--- config.mk ---
export PLATFORM = sky130hd
export DESIGN_NAME = uart_tx_fifo_flat
export DESIGN_NICKNAME = d
export VERILOG_FILES = /design/src/rtl/uart_tx_fifo_if.sv /design/src/rtl/uart_tx_fifo.sv /design/src/flat_wrapper.sv
export SDC_FILE = /design/constraint.sdc
export NUM_CORES = 1
export LEC_CHECK = 0
export CORE_ASPECT_RATIO = 2
export CORE_MARGIN = 10
export CORE_UTILIZATION = 49
export CTS_BUF_LIST = sky130_fd_sc_hd__clkbuf_8
export DETAILED_ROUTE_END_ITERATION = 8
export PLACE_DENSITY = 0.83
export SYNTH_ARGS = -nofsm -noshare
export SYNTH_HDL_FRONTEND = slang
export SYNTH_SLANG_ARGS = --single-unit
--- constraint.sdc ---
create_clock -name clk -period 3 [get_ports clk]
set_clock_uncertainty 0.1 [all_clocks]
set_input_delay 0.9 -clock clk [delete_from_list [all_inputs] [get_ports clk]]
set_output_delay 0.9 -clock clk [all_outputs]
set_load 0.005 [all_outputs]
--- src/rtl/uart_tx_fifo_if.sv ---
// Handshake bundle between the register interface / UART transmitter and the TX FIFO.
// The master side is the environment (CPU writes plus transmitter busy); the slave side is the FIFO.
interface uart_tx_fifo_if #(
    parameter int DEPTH        = 4,
    parameter int PAYLOAD_BITS = 8
);
    logic                    wr_en;
    logic [PAYLOAD_BITS-1:0] wr_data;
    logic                    flush;
    logic                    full;
    logic [$clog2(DEPTH):0]  count;
    logic                    idle;
    logic                    tx_en;
    logic [PAYLOAD_BITS-1:0] tx_data;
    logic                    tx_busy;

    modport master (
        output wr_en, wr_data, flush, tx_busy,
        input  full, count, idle, tx_en, tx_data
    );

    modport slave (
        input  wr_en, wr_data, flush, tx_busy,
        output full, count, idle, tx_en, tx_data
    );
endinterface

--- src/rtl/uart_tx_fifo.sv ---
// Circular TX FIFO feeding a UART transmitter through a one-cycle en strobe.
// The FSM hands over one entry per transmitter busy-low period.
module uart_tx_fifo #(
    parameter int DEPTH        = 4,
    parameter int PAYLOAD_BITS = 8
) (
    input logic            clk,
    input logic            rst,
    uart_tx_fifo_if.slave  bus
);
    localparam int PTR_W = $clog2(DEPTH);
    localparam int CNT_W = PTR_W + 1;

    typedef logic [PTR_W-1:0] ptr_t;
    typedef logic [CNT_W-1:0] cnt_t;

    typedef enum logic [1:0] {
        S_IDLE  = 2'd0,
        S_ISSUE = 2'd1,
        S_WAIT  = 2'd2
    } state_t;

    state_t                  state_q, state_d;
    ptr_t                    rd_ptr_q, rd_ptr_d;
    ptr_t                    wr_ptr_q, wr_ptr_d;
    cnt_t                    count_q, count_d;
    logic [PAYLOAD_BITS-1:0] mem_q [DEPTH];
    logic [PAYLOAD_BITS-1:0] mem_d [DEPTH];

    logic fifo_full;
    logic fifo_empty;
    logic push;
    logic pop;

    always_comb begin
        fifo_full  = (count_q == cnt_t'(DEPTH));
        fifo_empty = (count_q == '0);
        pop        = (state_q == S_ISSUE);
        push       = bus.wr_en && !fifo_full && !bus.flush;
    end

    // A flush in IDLE must not launch an ISSUE of an entry that is being discarded.
    always_comb begin
        state_d = state_q;
        case (state_q)
            S_IDLE:  if (!fifo_empty && !bus.tx_busy && !bus.flush) state_d = S_ISSUE;
            S_ISSUE: state_d = S_WAIT;
            S_WAIT:  if (!bus.tx_busy) state_d = S_IDLE;
            default: state_d = S_IDLE;
        endcase
    end

    always_comb begin
        rd_ptr_d = rd_ptr_q;
        wr_ptr_d = wr_ptr_q;
        count_d  = count_q;
        mem_d    = mem_q;
        if (push) mem_d[wr_ptr_q] = bus.wr_data;
        if (bus.flush) begin
            rd_ptr_d = '0;
            wr_ptr_d = '0;
            count_d  = '0;
        end else begin
            if (pop)  rd_ptr_d = rd_ptr_q + ptr_t'(1);
            if (push) wr_ptr_d = wr_ptr_q + ptr_t'(1);
            case ({push, pop})
                2'b10:   count_d = count_q + cnt_t'(1);
                2'b01:   count_d = count_q - cnt_t'(1);
                default: count_d = count_q;
            endcase
        end
    end

    always_ff @(posedge clk) begin
        if (rst) begin
            state_q  <= S_IDLE;
            rd_ptr_q <= '0;
            wr_ptr_q <= '0;
            count_q  <= '0;
        end else begin
            state_q  <= state_d;
            rd_ptr_q <= rd_ptr_d;
            wr_ptr_q <= wr_ptr_d;
            count_q  <= count_d;
        end
    end

    always_ff @(posedge clk) begin
        mem_q <= mem_d;
    end

    assign bus.full    = fifo_full;
    assign bus.count   = count_q;
    assign bus.tx_en   = (state_q == S_ISSUE);
    assign bus.tx_data = mem_q[rd_ptr_q];
    assign bus.idle    = fifo_empty && (state_q == S_IDLE) && !bus.tx_busy;
endmodule

--- src/flat_wrapper.sv ---
// flat-port wrapper written by rule: the top's interface ports become plain ports
module uart_tx_fifo_flat 
#(
    parameter int DEPTH        = 4,
    parameter int PAYLOAD_BITS = 8
)
  (clk, rst, bus_wr_en, bus_wr_data, bus_flush, bus_tx_busy, bus_full, bus_count, bus_idle, bus_tx_en, bus_tx_data);
  uart_tx_fifo_if #(.DEPTH(DEPTH), .PAYLOAD_BITS(PAYLOAD_BITS)) bus_i ();
  input logic clk;
  input logic rst;
  input wire logic [$bits(bus_i.wr_en)-1:0] bus_wr_en;
  input wire logic [$bits(bus_i.wr_data)-1:0] bus_wr_data;
  input wire logic [$bits(bus_i.flush)-1:0] bus_flush;
  input wire logic [$bits(bus_i.tx_busy)-1:0] bus_tx_busy;
  output wire logic [$bits(bus_i.full)-1:0] bus_full;
  output wire logic [$bits(bus_i.count)-1:0] bus_count;
  output wire logic [$bits(bus_i.idle)-1:0] bus_idle;
  output wire logic [$bits(bus_i.tx_en)-1:0] bus_tx_en;
  output wire logic [$bits(bus_i.tx_data)-1:0] bus_tx_data;
  assign bus_i.wr_en = bus_wr_en;
  assign bus_i.wr_data = bus_wr_data;
  assign bus_i.flush = bus_flush;
  assign bus_i.tx_busy = bus_tx_busy;
  assign bus_full = bus_i.full;
  assign bus_count = bus_i.count;
  assign bus_idle = bus_i.idle;
  assign bus_tx_en = bus_i.tx_en;
  assign bus_tx_data = bus_i.tx_data;
  uart_tx_fifo #(.DEPTH(DEPTH), .PAYLOAD_BITS(PAYLOAD_BITS)) u_core (.clk(clk), .rst(rst), .bus(bus_i));
endmodule
==> metrics <==
clock buffer count from CTS=5; syn_area_per_cell=roughly 16 sq um; fin nets=about 160; max-slew violations=0; fill count=roughly 230; Vias=around 940; hold_buf cts=0; vias in the first global route=1056; first-pass GRT wire length=5002 um; Max FO, Critical Path=2; Post-Place Cells=around 160; TritonCTS clock tree=yes; Rows=30; fraction of layout cells with a size suffix above 1=approximately 26%; gr usage total=10.75%; worst setup margin=around 0.12 ns; Pint=a little under 0.001 W; Worst path max stage delay=between 0.4 and 0.5 ns; area grow syn2layout=27.66%; sequential power share=about half; root buf cell=clkbuf_8; Clock power frac=~43%; setup violators final=0; minimum clock period=between 2 and 3 ns; CTS H-Tree Depth=2; leakage=roughly 0.75 nW; CP startpoint kind=input pin; P_sw=between 0.0002 and 0.00025 W; Final Non-Filler Cells=169; pin count of the biggest net entering global routing=14; HP Class=register to register; post-synthesis sequential area ratio=approximately two thirds; most frequent cells in the layout=32 x edfxtp_1, 24 x clkdlybuf4s50_1, 9 x dfxtp_1; Initial Util=50.37%; number of remaining DRC errors=0; Post-CTS Setup Inserts=0; Maximum Capacitance Violations=0; Crit-path slowest cell=clkdlybuf4s50_1; Multi-input gate area=505.5 sq um; fin crit share=95.89%; DRT iter0 DRCs=24; Mapped Cells=slightly above 100; routability cong.=approximately 0.76; TritonCTS sink count=~40; Yosys reg bits=a little over 40; die footprint=6321 sq um; Worst Path Arrival=3.01 ns; Cell variety after synth=28; Comb power frac=between 5 and 6%; post-DP HPWL=approximately 2300 um; power per cell area=between 500 and 600 nW/um^2; Max Root-Sink Buffers=2; commonest non-fill, non-tap cell in the layout=edfxtp_1; Mapped Nets=121; highest clock rate=between 300 and 400 MHz; FF/Latch Area=~1100 sq um; Net Sw Frac=17.47%; Routed wire per std cell=between 15 and 20 um; grt total ovfl=0; Total Wirelength=about 3000 um; clock latency on the worst-skew pair=slightly below 0.3 ns; clk slew on worst S/H paths=approximately 0.080 ns; vias per cell=approximately 5.6; WS Path Type=input pin to register; Diodes inserted=0; Die Wd=between 60 and 70 um; Synthesis Warnings=0; status=finished clean; Fin. Hold Viols=0; mapped cell area=about 1700 sq um; drt pass-1 iters=4; critical-path cell list=clkdlybuf4s50_1, and2b_2, and2_4, inv_1, ha_2, inv_1, fa_1, xor2_1, or3_1, a21oi_2; Die Height=between 100 and 150 um; antenna-violating nets left=0; Peak VDD IR=roughly 0.39 mV; Core ar.=between 3000 and 4000 sq um; Post-Place Setup Slack=-0.2979 ns; Slew headroom=a little over two thirds; initial antenna violation count=0; CP dominant cell by count=inv_1; CP Capture Type=register; count of input and output buffers=26; Slew @ Worst Pin=about 0.45 ns; Crit path required time=roughly 3.1 ns; Top-Level Pins=27
-- layout make-up --
| type | count | share of cell area (%) |
|---|---|---|
| clock inverter | 3 | 3.029 |
| timing repair buffer | 31 | 14.04 |
| clock buffer | 5 | 3.203 |
| inverter | 7 | 1.223 |
| multi-input combinational | 50 | 23.53 |
| tap | 32 | 1.864 |
| sequential | 41 | 53.12 |
-- routing by layer --
metal	vias to the layer above	wire length, um	GRT usage, %
met5	-	0	0
met4	0	39	4.844
met3	5	158	3.329
met2	26	1738	18.78
met1	463	1101	11.19
li1	448	-	-
-- flip-flops by register name, indices dropped and copies added, names as in the netlist --
signal,cells
u_core.wr_ptr_q,2
u_core.bus.count,3
u_core.rd_ptr_q,2
u_core.mem_q,32
u_core.state_q,2
-- worst paths after layout --
check                       from             endpoint  slack [ns]  cells after the start
max                    bus_flush  u_core.bus.count[2]        0.12                     10
min           u_core.wr_ptr_q[0]   u_core.wr_ptr_q[0]        0.43                      2
max reg2reg  u_core.bus.count[2]  u_core.bus.count[2]        0.50                      9
min reg2reg   u_core.wr_ptr_q[0]   u_core.wr_ptr_q[0]        0.43                      2
-- repair_timing --
action	in CTS	in global routing
gates resized for setup	3	5
endpoints found under the setup margin	1	2
pin swaps	0	1
-- Yosys cell counts --
master | number | area [sq um]
xnor2_1 | 1 | 8.760
nor3_1 | 2 | 10.01
xor2_1 | 3 | 26.28
o21ba_2 | 1 | 10.01
and2_4 | 1 | 8.760
o21ai_0 | 1 | 5.000
or2_2 | 1 | 6.260
and2b_2 | 1 | 8.760
nor2_1 | 7 | 26.28
nand4_1 | 2 | 12.51
buf_6 | 1 | 11.26
buf_2 | 1 | 5.000
or3b_1 | 1 | 8.760
fa_1 | 1 | 20.02
clkbuf_1 | 2 | 7.510
ha_1 | 5 | 62.56
nand2_1 | 2 | 7.510
or3_1 | 2 | 12.51
dfxtp_1 | 9 | 180.2
o21ai_1 | 1 | 5.000
inv_1 | 7 | 26.28
o31ai_2 | 1 | 12.51
and3_2 | 4 | 30.03
a21oi_1 | 2 | 10.01
nor2b_1 | 2 | 12.51
edfxtp_1 | 32 | 960.9
nand3b_1 | 1 | 7.510
mux4_2 | 8 | 180.2
-- critical path, delay by kind of cell --
family	cells	cell delay, ns
adders and majority gates	2	0.54
AOI/OAI and AO/OA	1	0.13
and+or+nand+nor	3	0.71
xor gates and xnor gates	1	0.16
buffers and inverters	3	0.58
-- power groups by stage --
stage	Combinational [W]	Clock, W	Sequential (W)
global route	0.0000705	0.000547	0.000623
global placement	0.0000615	0	0.000635
finish	0.0000645	0.000512	0.000622
detailed placement	0.0000647	0	0.000635
CTS	0.0000646	0.000520	0.000622
floorplan	0.0000230	0	0.000635
-- cells by family after synthesis --
kind of cell,Yosys count,share of synthesized area [%]
AO/OA/AOI/OAI,6,2.527
XOR/XNOR,4,2.082
adder cells (fa/ha/maj),6,4.907
buffers and inverters,11,2.974
flip-flops,41,67.81
multiplexers,8,10.71
AND/OR/NAND/NOR,26,8.997
-- per-stage QoR --
step                util [%]  TNS [ns]  total power, W  instance area (sq um)  hold slack, ns
floorplan                  -         0       0.0006575                   1683          0.3623
global placement       59.78   -0.4091       0.0006960                   1997          0.3716
detailed placement     59.78   -0.4842       0.0007000                   1997          0.4085
CTS                    63.82         0        0.001207                   2132          0.4223
global route           64.31  -0.01286        0.001240                   2148          0.4478
finish                 64.31         0        0.001198                   2148          0.4254
No activity file was read; power rests on OpenSTA's default activity.
==> patch 1: new RTL, same flow settings <==
`DEPTH` is set to 4 in 3 places; all go to 2.
--- a/src/rtl/uart_tx_fifo_if.sv
+++ b/src/rtl/uart_tx_fifo_if.sv
@@ -3,3 +3,3 @@
 interface uart_tx_fifo_if #(
-    parameter int DEPTH        = 4,
+    parameter int DEPTH        = 2,
     parameter int PAYLOAD_BITS = 8
--- a/src/rtl/uart_tx_fifo.sv
+++ b/src/rtl/uart_tx_fifo.sv
@@ -3,3 +3,3 @@
 module uart_tx_fifo #(
-    parameter int DEPTH        = 4,
+    parameter int DEPTH        = 2,
     parameter int PAYLOAD_BITS = 8
--- a/src/flat_wrapper.sv
+++ b/src/flat_wrapper.sv
@@ -3,3 +3,3 @@
 #(
-    parameter int DEPTH        = 4,
+    parameter int DEPTH        = 2,
     parameter int PAYLOAD_BITS = 8
Interface: changed (resized bus_count); port bits go from 27 to 26. The function was not compared with the original's and may differ.
==> patch 1 against the unedited design <==
Area after synthesis is 49% lower. Total power decreased by 53%. Global-route usage fell by 2.0 points. Worst setup slack worse by 38 ps. First-iteration DRC count shrank 79%. Count of clock-buffer cells in the layout shrank 2. Final area decreased by 45%. Critical path depth shrank 6. Utilization grew 7.3 points. Sequential cell count shrank 19. Register-to-register slack better by 600 ps. Wire length decreased by 47%. Critical endpoint is now bus_idle.
==> patch 1: results (changes against the unedited design) <==
Run status
  • Status: completed

Setup path
  • R2R Setup Slk: 1100 ps (+600 ps)
  • Reg2reg path depth: 5 (-4)
  • CP max stage delay: 430 ps (-40 ps)
  • R2R Path Start: u_core.bus.count[0]
  • Crit path DAT: 1910 ps (-1100 ps)
  • R2r endpoint: u_core.bus.count[1]
  • CP top delay family: buffers and inverters

Logic synthesis
  • Commonest cells post-synth: 16 x edfxtp_1, 8 x mux2_2, 6 x dfxtp_1, 5 x nor2_1, 3 x or3_1
  • Syn_area_per_cell: 14.73 um^2 (-11%)
  • Synth top area cells: edfxtp_1 56%, dfxtp_1 14%, mux2_2 11%, nor2_1 2.2%, or3_1 2.2%
  • Sequential share of the synthesized area: 0.7028 (+0.02471)
  • Netlist cell types: 18 (-36%)
  • Post-synth EDFFs: 16 (-50%)
  • Mapped Nets: 72 (-40%)

Final layout
  • Max FFs per register: 16 (-50%)
  • Layout cells sized above 1: 0.2069 (-0.04858)
  • # nets final: 102 (-34%)
  • Fillers: 132 (-42%)

Global route
  • Vias in the first global route: 607 (-43%)
  • Met3 GRT Util: 0.04104 (+0.007753)
  • First-pass GRT wire length: 2753 um (-45%)
  • GRT Overall Usage: 0.08719 (-0.02032)
  • GR Util met1: 0.07658 (-0.03530)
  • Met2 usage: 0.1561 (-0.03171)
  • Largest net degree at the start of global routing: 13 (-1)

Routing
  • Met1 wire length: 595 um (-46%)
  • Post-DR wirelength/cell: 14.71 um (-18%)
  • 1st-iter DRT viols: 5 (-79%)
  • Pre-antenna DRT Iters: 3 (-1)
  • Routed wl met3: 132 um (-16%)
  • WL final: 1618 um (-47%)
  • Vias post-DR: 542 (-42%)
  • Met2 wire len: 858 um (-51%)

Placed design
  • RePlAce Congestion: 0.6536 (-14%)
  • HPWL Detailed: 1291 um (-44%)
  • IO Port Bufs: 25 (-3.8%)
  • Placed cells: 106 (-34%)
  • Post-DP Area: 1136 um^2 (-43%)

Worst hold path
  • Hold WC Path Type: flop to flop
  • Hold Path Cell Cnt: 2 (unchanged)
  • Worst Hold End: u_core.wr_ptr_q
  • Hold_sp: u_core.wr_ptr_q

Clocking
  • H-tree lvl count: 1 (-1)
  • Total CTS buffers: 3 (-2)
  • Max Buffers Root-to-Sink: 2 (unchanged)
  • Skew-Pair Late Insertion Delay: 250 ps (-40 ps)
  • CTS-repair resized insts: 6 (+3)

Pwr
  • Pleak: 0.4173 nW (-44%)
  • Max IR drop VDD: 0.3983 mV (+1.4%)
  • Comb pwr: 0.0493 mW (-24%)
  • Psw: 0.1022 mW (-51%)
  • Final Power: 0.5596 mW (-53%)
  • Clock Power Share: 0.310 (-0.117)

STA
  • Rel. slew slack: 0.7256 (+0.02542)
[patch 1: cell count changes after synthesis, sizes merged, moves of 2 or more]
| cell | delta |
|---|---|
| edfxtp | -16 |
| mux2 | +8 |
| mux4 | -8 |
| inv | -5 |
| and3 | -4 |
| ha | -4 |
| dfxtp | -3 |
| clkbuf | -2 |
| nand4 | -2 |
| nor2 | -2 |
| xor2 | -2 |
[patch 1: cell families (layout without fill, tap and decap cells)]
kind of cell,Yosys count,after routing,share of synthesized area
AO/OA/AOI/OAI,5,5,0.03514
flip-flops,22,22,0.7028
buffers and inverters,3,32,0.01464
multiplexers,8,8,0.1054
adder cells (fa/ha/maj),1,1,0.01464
AND/OR/NAND/NOR,16,16,0.09663
XOR/XNOR,3,3,0.03075
[patch 1: stage by stage]
step	utilization	hold slack, ps	setup slack (ps)
floorplan	-	360.9	610.6
global placement	0.6863	371.9	-302.1
detailed placement	0.6863	390.9	-341.6
CTS	0.7166	400.2	47.35
global route	0.7166	421.0	15.77
finish	0.7166	399.3	85.57
[patch 1: layout make-up]
class | count | area (um^2) | area share
Multi-Input combinational cell | 33 | 251.5 | 0.2120
Sequential cell | 22 | 600.6 | 0.5063
Timing Repair Buffer | 26 | 252.7 | 0.2131
Inverter | 2 | 7.507 | 0.006329
Tap cell | 23 | 28.78 | 0.02426
Clock buffer | 3 | 41.29 | 0.03481
Clock inverter | 1 | 3.754 | 0.003165
[patch 1: worst max-delay path by stage]
stage,slack (ps),startpoint,to,depth (start not counted)
final,90,bus_tx_busy,bus_idle,4
after CTS,50,bus_tx_busy,bus_idle,4
after detailed placement,-340,bus_tx_busy,bus_idle,4
after floorplan,610,bus_tx_busy,bus_idle,2
after global routing,20,bus_tx_busy,bus_idle,4
after global placement,-300,bus_tx_busy,bus_idle,4
==> patch 2: new RTL, same flow settings <==
Made on the original files. Encoding of `state_t`: now one-hot (3 bits for 3 states).
--- a/src/rtl/uart_tx_fifo.sv
+++ b/src/rtl/uart_tx_fifo.sv
@@ -16,6 +16,6 @@
 
-    typedef enum logic [1:0] {
-        S_IDLE  = 2'd0,
-        S_ISSUE = 2'd1,
-        S_WAIT  = 2'd2
+    typedef enum logic [2:0] {
+        S_IDLE  = 3'b001,
+        S_ISSUE = 3'b010,
+        S_WAIT  = 3'b100
     } state_t;
Check against the original RTL: same outputs for any inputs over 4 cycles, from zero or initial values and one cycle with rst high; so few cycles prove little.
==> patch 2 against the unedited design <==
Sequential cell count increased by 1. Wire length rose by 1.7%. Area after synthesis is 1.1% higher. Utilization is 2.4 points lower. Total power decreased by 13%. Final area down 2.6%. Worst setup slack worse by 61 ps. Largest power group unchanged.
==> patch 2: results (changes against the unedited design) <==
Run status
  • Status: completed

Placed design
  • Post-DP Area: 2012 um^2 (+0.75%)
  • RePlAce Congestion: 0.7336 (-3.9%)
  • Worst slack at placement: -475.4 ps (-177.5 ps)
  • HPWL Detailed: 2335 um (+0.98%)
  • Placed cells: 160 (-0.62%)

Setup path
  • R2R Path Start: u_core.state_q[1]
  • R2r endpoint: u_core.bus.count[2]
  • CP max stage delay: 540 ps (+70 ps)
  • R2R Setup Slk: 680 ps (+180 ps)
  • Reg2reg path depth: 7 (-2)
  • Critical path origin: bus_tx_busy
  • Critical path endpoint: bus_idle
  • Crit path DAT: 1940 ps (-1070 ps)
  • CP max stage cell: or4b_4

Logic synthesis
  • Post-synthesis instance total: 102 (unchanged)
  • Commonest cells post-synth: 32 x edfxtp_1, 10 x dfxtp_1, 8 x mux4_2, 7 x inv_1, 6 x nor2_1
  • Synth top area cells: edfxtp_1 56%, dfxtp_1 12%, mux4_2 11%, ha_1 3.7%, inv_1 1.5%
  • Sequential share of the synthesized area: 0.6824 (+0.004286)
  • Netlist cell types: 27 (-3.6%)
  • Post-synth EDFFs: 32 (unchanged)

Routing
  • Met1 wire length: 1026 um (-6.8%)
  • WL final: 3089 um (+1.7%)
  • Post-DR wirelength/cell: 18.39 um (+2.3%)
  • Pre-antenna DRT Iters: 4 (unchanged)
  • Vias post-DR: 965 (+2.4%)
  • 1st-iter DRT viols: 18 (-25%)
  • Met2 wire len: 1854 um (+6.7%)
  • Routed wl met3: 140 um (-11%)
  • DR top layer: met4

Clocking
  • Reg clk slew, reported paths: 80 ps (about the same)
  • Post-CTS Setup Inserts: 0 (unchanged)
  • Skew-Pair Late Insertion Delay: 290 ps (about the same)
  • Max Buffers Root-to-Sink: 2 (unchanged)
  • CTS-repair resized insts: 5 (+2)
  • H-tree lvl count: 2 (unchanged)

Worst hold path
  • Hold_sp: u_core.state_q[0]
  • Hold Path Cell Cnt: 1 (-1)
  • Worst Hold End: u_core.state_q[2]

Final layout
  • Fillers: 264 (+15%)
  • # nets final: 154 (-0.65%)
  • Layout cells sized above 1: 0.1765 (-0.07900)
  • Max FFs per register: 32 (unchanged)

Global route
  • Met2 usage: 0.2010 (+0.01315)
  • Met3 GRT Util: 0.03545 (+0.002160)
  • GRT Overall Usage: 0.1078 (+0.0002774)
  • First-pass GRT wire length: 4947 um (-1.1%)
  • GR Util met1: 0.09680 (-0.01508)
  • Vias in the first global route: 1047 (-0.85%)

STA
  • Slew @ Worst Pin: 482.4 ps (+33.27 ps)
  • Post-route setup slack: 62.63 ps (-60.62 ps)
  • Fin Hold WS: 425.3 ps (-0.1720 ps)

Pwr
  • Max IR drop VDD: 0.3908 mV (-0.48%)
  • Pleak: 0.6938 nW (-7.3%)
-- patch 2: cell count changes after synthesis, moves of 2 or more --
cell,delta
and2_1,+4
nand4_1,-2
nand2_1,-2
o21ai_0,+2
a21oi_1,+2
and3_2,-4
-- patch 2: logic make-up after synthesis --
logic type / synth area share
simple gates: 0.09485
mux: 0.1059
flops: 0.6824
fa+ha+maj: 0.04853
buf+inv: 0.02279
compound gates: 0.02500
xor+xnor: 0.02059
-- patch 2: area by class of cell --
| cell class | count | area, um^2 | area share |
|---|---|---|---|
| flip-flops and latches | 42 | 1161 | 0.5550 |
| multi-input cells | 50 | 501.7 | 0.2398 |
| repair buffers | 29 | 276.5 | 0.1322 |
| clock buffers | 5 | 68.82 | 0.03289 |
| well taps | 32 | 40.04 | 0.01914 |
| inverters | 7 | 26.28 | 0.01256 |
| clock inverters | 3 | 17.52 | 0.008373 |
-- patch 2: power breakdown --
part	total (mW)	internal, mW	switching [mW]
clock network	0.343	0.161	0.182
registers	0.637	0.633	0.00358
logic	0.0592	0.0347	0.0245
